==> src/rtl/serial_mod_detect.sv <==
// Serial divisibility detector: tracks the running value of a bit stream modulo DIVISOR,
// MSB-first or LSB-first, with valid qualifier, synchronous restart and a saturating bit counter.
module serial_mod_detect #(
  parameter int DIVISOR   = 5,
  parameter bit LSB_FIRST = 1'b0,
  parameter int CW        = 16,
  localparam int RW       = ($clog2(DIVISOR) < 1) ? 1 : $clog2(DIVISOR)
) (
  input  logic          clk,
  input  logic          rst,
  input  logic          bit_valid,
  input  logic          bit_in,
  input  logic          clear,
  output logic          div_out,
  output logic [RW-1:0] rem_out,
  output logic [CW-1:0] bit_cnt,
  output logic          cnt_sat
);

  localparam logic [RW:0]   DIV_W   = (RW+1)'(DIVISOR);
  localparam logic [RW-1:0] W_ONE   = RW'(1);
  localparam logic [CW-1:0] CNT_MAX = '1;

  logic [RW-1:0] rem_q, rem_d;
  logic [RW-1:0] w_q, w_d;
  logic [CW-1:0] cnt_q, cnt_d;
  logic          sat_q, sat_d;
  logic          div_q, div_d;

  logic [RW-1:0] rem_base, w_base;
  logic [CW-1:0] cnt_base;
  logic          sat_base;

  // Both operands are below DIVISOR, so one conditional subtract brings the sum back in range.
  function automatic logic [RW-1:0] mod_reduce(input logic [RW:0] s);
    logic [RW:0] t;
    t = (s >= DIV_W) ? (s - DIV_W) : s;
    return t[RW-1:0];
  endfunction

  always_comb begin
    rem_base = clear ? '0    : rem_q;
    w_base   = clear ? W_ONE : w_q;
    cnt_base = clear ? '0    : cnt_q;
    sat_base = clear ? 1'b0  : sat_q;

    rem_d = rem_base;
    w_d   = w_base;
    cnt_d = cnt_base;
    sat_d = sat_base;

    if (bit_valid) begin
      if (LSB_FIRST) begin
        rem_d = mod_reduce({1'b0, rem_base} + (bit_in ? {1'b0, w_base} : '0));
        w_d   = mod_reduce({w_base, 1'b0});
      end else begin
        rem_d = mod_reduce({rem_base, bit_in});
      end
      cnt_d = (cnt_base == CNT_MAX) ? cnt_base : cnt_base + 1'b1;
      sat_d = sat_base | (cnt_d == CNT_MAX);
    end

    // Taken from next-state so the flag lines up with rem_out in the same cycle.
    div_d = (rem_d == '0) && (cnt_d != '0);
  end

  always_ff @(posedge clk or negedge rst) begin
    if (!rst) begin
      rem_q <= '0;
      w_q   <= W_ONE;
      cnt_q <= '0;
      sat_q <= 1'b0;
      div_q <= 1'b0;
    end else begin
      rem_q <= rem_d;
      w_q   <= w_d;
      cnt_q <= cnt_d;
      sat_q <= sat_d;
      div_q <= div_d;
    end
  end

  assign rem_out = rem_q;
  assign bit_cnt = cnt_q;
  assign cnt_sat = sat_q;
  assign div_out = div_q;

endmodule

==> config.mk <==
export PLATFORM = sky130hd
export DESIGN_NAME = serial_mod_detect
export DESIGN_NICKNAME = d
export VERILOG_FILES = /design/src/rtl/serial_mod_detect.sv
export SDC_FILE = /design/constraint.sdc
export NUM_CORES = 1
export LEC_CHECK = 0
export ABC_CLOCK_PERIOD_IN_PS = 4800
export CAP_MARGIN = 25
export CORE_MARGIN = 1
export CORE_UTILIZATION = 45
export DETAILED_ROUTE_END_ITERATION = 12
export DONT_BUFFER_PORTS = 1
export PLACE_DENSITY = 0.56
export SKIP_CTS_REPAIR_TIMING = 1
export SYNTH_ARGS = -nofsm -noshare
export SYNTH_HDL_FRONTEND = slang
export SYNTH_SLANG_ARGS = --single-unit
==> constraint.sdc <==
create_clock -name clk -period 4.8 [get_ports clk]
set_clock_uncertainty 0.1 [all_clocks]
set_input_delay 1.2 -clock clk [delete_from_list [all_inputs] [get_ports clk]]
set_output_delay 1.2 -clock clk [all_outputs]
set_load 0.05 [all_outputs]
==> flow_summary.yaml, run 1 <==
setup_path:
  worst_r2r_endpoint: "div_out"
  cp.required_ps: 4840
  cp.depth: 10
  worstPathCellList: "inv_1 > nand2_1 > inv_1 > ha_1 > and2_1 > nand2_1 > o2111ai_1 > mux2_2 > nor4_1 > a31oi_1"
  worst_path_largest_cell_delay_ps: 380
  end_kind: "flip-flop"
  path_delay_family: "simple AND/OR/NAND/NOR gates"
  r2r_start: "bit_cnt[1]"
  endpoint: "div_out"
  startpoint: "clear"
  startpoint_type: "input pin"
  path_class: "in -> reg"
  r2r_slack_ps: 1440
  crit_buf_inv: 2
  cp_slowest_cell: "mux2_2"
  cp_max_fo: 35
  reg2reg_depth: 8
  cp_data_arrival_time_ps: 3720
job:
  drv_cap: 0
final_layout:
  synthToLayoutAreaGrowth_pct: 2.62
  mostFrequentLayoutCell: "dfrtp_1"
  n_antenna_cell: 0
  instances_no_fill: 237
  most-common-layout-cells: "dfrtp_1, nand2_1, nor2_1, nand3_1, inv_1"
  utilization_pct: 49.9
  drive_gt1_share_pct: 6.81
  fin_nets: 200
cts:
  clkTransAtPathRegs_ps: 80
  root_buffer: "clkbuf_8"
  clockBufferDepth: 2
  clk_latency_ps: 260
  htree_num_levels: 1
  clock-sinks: 21
  cts_tree: "built"
  cts_buffers: 3
synthesis:
  synth_cell_types: 54
  ys.flop_type: "dfrtp_1"
  synth_edf_count: 0
  muxShareOfSynthArea_pct: 4.71
  syn_nets: 206
  netlist_area_sq_mm: 0.00167
  synth_top_area_share_pct: 31.4
  postSynthAreaPerCell_sq_um: 8.45
  seq_area_frac_synth_pct: 31.4
  yosys_warnings: 0
  yosys-top-cells-area: "dfrtp_1, nand3_1, xnor2_1, nand2_1, nor2_1"
  yosys.area_share.simple_pct: 32.8
  synth_xor_area_share_pct: 5.76
  yosys.area.top_type: "dfrtp_1"
  synth_compound_area_share_pct: 17.1
  synth_seq_cells: 21
  async_reset_ff_share_pct: 100
  synth_top_family_by_area: "simple AND/OR/NAND/NOR gates"
  synthAdderAreaFrac_pct: 2.24
  synthCells: 198
die:
  core-area_sq_mm: 0.00344
  initial_core_util_pct: 48.6
  die_y_um: 63.0
  rows: 21
  ios: 26
  fp.dieArea_sq_mm: 0.00397
  die_w_um: 63.0
timing:
  rsz0062_at_grt: "false"
  period_needed_ps: 3690
  finalCritPeriodShare_pct: 76.8
  maxSlewHeadroom_pct: 41.1
  fmax_ghz: 0.271
  setup_viol: 0
  setup_tns_ps: 0
  slew_viol_final: 0
  hold_viol_final: 0
  worst_pin_slew_ps: 883
global_route:
  grtUsageTotal_pct: 24.7
  grt_pass1_vias: 1493
  grt_start_max_net_pins: 36
  grt_pass1_wl_mm: 7.67
  overflow: 0
  antenna_found_initial: 0
placement:
  place_inst: 233
  gp_congestion: 0.927
  dp.final_hpwl_mm: 3.42
  portBuffers: 0
route:
  avgViaCountPerCell: 6.62
  drc: 0
  drt_first_pass_iters: 4
  finalWirelength_mm: 4.58
  detail-route-antenna-nets: 0
  drt-initial-drc-count: 111
  dr_total_vias: 1568
  wl_per_cell_um: 19.3
power:
  p_leak_nw: 0.682
  powerDensity_mw_per_mm2: 215
  peakVddDrop_uv: 93.3
min_path:
  holdCritPathClass: "in -> async"
run_status:
  status: "finished, final reports clean"
==> final cells by class <==
cell class                      count  area, sq um
Clock buffer                        4         45.0
Fill cell                         339         1730
Inverter                           11         41.3
Multi-Input combinational cell    155         1050
Sequential cell                    21          526
Tap cell                           46         57.6
==> power breakdown <==
part           switching, mW  internal [mW]  total (mW)  leakage (nW)
clock network         0.0614         0.0592       0.121        0.0228
logic                 0.0199         0.0157      0.0356         0.373
registers             0.0302          0.182       0.213         0.286
==> Yosys cell counts, types with 3 or more instances <==
cell and instances:
a21oi_1 9, a31oi_1 7, and3_1 3, and4b_1 3, buf_2 4, clkbuf_1 3, dfrtp_1 21, ha_1 3
inv_1 11, mux2_2 3, mux2i_1 3, nand2_1 15, nand2b_1 3, nand3_1 13, nand4_1 7, nand4b_1 3
nor2_1 13, nor2b_1 6, nor3_1 8, o21ai_0 8, o31ai_1 3, xnor2_1 7, xor2_1 4
==> metal layers <==
layer  vias up  share of wire [%]  GRT usage [%]
met4         0                1.4           6.10
li1        732                  -              -
met2        58                 48           40.7
met5         -                  0              0
met1       772                 43           32.7
met3         6                6.9           5.11
==> stage by stage <==
stage	setup slack [ps]	area, sq um	hold slack, ps	power (mW)
final	1110	1720	523	0.369
after global routing	969	1720	512	0.383
after CTS	1180	1720	523	0.369
after detailed placement	909	1670	702	0.252
after global placement	1020	1670	701	0.249
after floorplan	1100	1670	668	0.246
==> kinds of logic after synthesis <==
kind of cell / Yosys count
adder cells (fa/ha/maj): 3
AO/OA/AOI/OAI: 43
AND/OR/NAND/NOR: 91
flip-flops: 21
multiplexers: 7
XOR/XNOR: 11
buffers and inverters: 22
==> registers in the layout, indices dropped and copies added, names as in the netlist <==
register  count
rem_out       3
bit_cnt      16
div_out       1
cnt_sat       1
==> worst min-delay path by stage <==
stage	slack (ps)	endpoint	from
after floorplan	670	cnt_sat	cnt_sat
after CTS	520	bit_cnt[12]	rst
after global routing	510	bit_cnt[12]	rst
after detailed placement	700	cnt_sat	cnt_sat
final	520	bit_cnt[12]	rst
after global placement	700	cnt_sat	cnt_sat
Power figures use the tool's default switching activity.
==> run 2, diff against run 1 <==
ABC_CLOCK_PERIOD_IN_PS = 3100   (was 4800)
PLACE_DENSITY = 0.58   (was 0.56)
clock period = 3.1 ns   (was 4.8 ns; I/O delays follow)
==> flow_summary.yaml, run 2 (synthesized netlist as in run 1, its figures left out) <==
setup_path:
  cp_slowest_cell: "or4_4"
  cp_data_arrival_time_ps: 2760
  startpoint_type: "input pin"
  worst_path_largest_cell_delay_ps: 510
  end_kind: "flip-flop"
  cp_max_fo: 35
  cpMostUsedCell: "inv_2"
  worstPathCellList: "inv_2 > nand2_2 > inv_2 > ha_4 > and2_1 > nand4_4 > or4_4 > mux2_4 > nor4_2 > a31oi_1"
  path_class: "in -> reg"
  cp.required_ps: 3130
power:
  p_comb_share_pct: 15.6
  swShare_pct: 29.1
  switchingPower_uw: 168
  powerDensity_mw_per_mm2: 305
  peakVddDrop_uv: 278
  sequentialPowerShare_pct: 53.3
  internal_power_uw: 410
  clockPowerShare_pct: 31.1
  total_power_uw: 579
  p_leak_nw: 0.794
global_route:
  grt_pass1_wl_mm: 7.82
  grt_pass1_vias: 1592
  overflow: 0
  gr-max-usage-layer: "met2"
  grtUsageTotal_pct: 25.0
  met2_usage_pct: 39.9
  grtUsageMet1_pct: 33.0
  antenna_found_initial: 0
  grt_use_met3_pct: 5.11
  grt_start_max_net_pins: 36
route:
  wl_per_cell_um: 18.0
  avgViaCountPerCell: 6.17
  drt-initial-drc-count: 105
  dr_total_vias: 1597
  drc: 0
  detail-route-antenna-nets: 0
  finalWirelength_mm: 4.66
  drt_first_pass_iters: 4
die:
  rows: 21
  core-area_sq_mm: 0.00344
  initial_core_util_pct: 48.6
  ios: 26
  die_y_um: 63.0
  fp.dieArea_sq_mm: 0.00397
  die_w_um: 63.0
timing:
  slew_viol_final: 0
  maxSlewHeadroom_pct: 63.3
  rsz0062_at_grt: "false"
  finalCritPeriodShare_pct: 88.0
  hold_viol_final: 0
  whs_ps: 101
  setup_viol: 0
  period_needed_ps: 2730
  worst_pin_slew_ps: 536
  fmax_ghz: 0.367
  setup_tns_ps: 0
cts:
  clkTransAtPathRegs_ps: 80
  clk_latency_ps: 260
  clockBufferDepth: 2
  htree_num_levels: 1
  root_buffer: "clkbuf_8"
  cts_buffers: 3
  cts_tree: "built"
  clock-sinks: 21
placement:
  dp.final_hpwl_mm: 3.60
  portBuffers: 0
  place_inst: 255
  gp_congestion: 0.924
final_layout:
  largest_register_ffs: 16
  n_antenna_cell: 0
  mostFrequentLayoutCell: "buf_4"
  nFillCells: 328
  fin_nets: 222
  most-common-layout-cells: "buf_4, dfrtp_1, nand2_1"
  instances_no_fill: 259
  synthToLayoutAreaGrowth_pct: 13.5
  drive_gt1_share_pct: 18.8
job:
  drv_cap: 0
min_path:
  holdCritPathClass: "in -> async"
run_status:
  status: "finished, final reports clean"
[run 2: path summary, 6_finish.rpt]
path                            start           to  slack [ps]  cells after the start
setup / recovery                clear      div_out         370                     10
hold / removal                    rst   bit_cnt[4]         100                      0
setup reg to reg           bit_cnt[1]      div_out         510                      8
hold reg to reg            bit_cnt[0]   bit_cnt[0]         540                      2
max in group asynchronous         rst   bit_cnt[6]        2730                      0
min in group clk                clear  bit_cnt[11]         480                      1
[run 2: worst max-delay path: cells and delay by family]
| family | cells | cell delay, ps |
|---|---|---|
| compound gates | 1 | 130 |
| fa+ha+maj | 1 | 160 |
| buf+inv | 2 | 140 |
| mux | 1 | 330 |
| simple gates | 5 | 1220 |
[run 2: stage by stage]
stage                     utilization [%]  instance area (sq um)  setup slack, ps
final                                55.2                   1900              372
after global routing                 55.2                   1900              287
after CTS                            55.2                   1900              401
after detailed placement             53.9                   1850              120
after global placement               53.9                   1850              208
after floorplan                         -                   1690             7.26
[run 2: layout make-up]
type,instances,area (sq um),area share (%)
multi-input combinational,155,1060,56.1
sequential,21,526,27.7
timing repair buffer,22,165,8.70
tap,46,57.6,3.03
clock buffer,4,45.0,2.37
inverter,11,41.3,2.17
[run 2: routing by layer]
| layer | part of all wire (%) | wire [um] |
|---|---|---|
| met1 | 45 | 2100 |
| met2 | 47 | 2180 |
| met3 | 6.5 | 304 |
| met4 | 1.4 | 65 |
| met5 | 0 | 0 |
[run 2: power groups by stage]
stage	combinational [mW]	sequential [mW]	clock, mW
floorplan	0.0540	0.331	0
global placement	0.0870	0.314	0
detailed placement	0.0899	0.314	0
CTS	0.0900	0.309	0.186
global route	0.0976	0.310	0.193
finish	0.0900	0.309	0.180
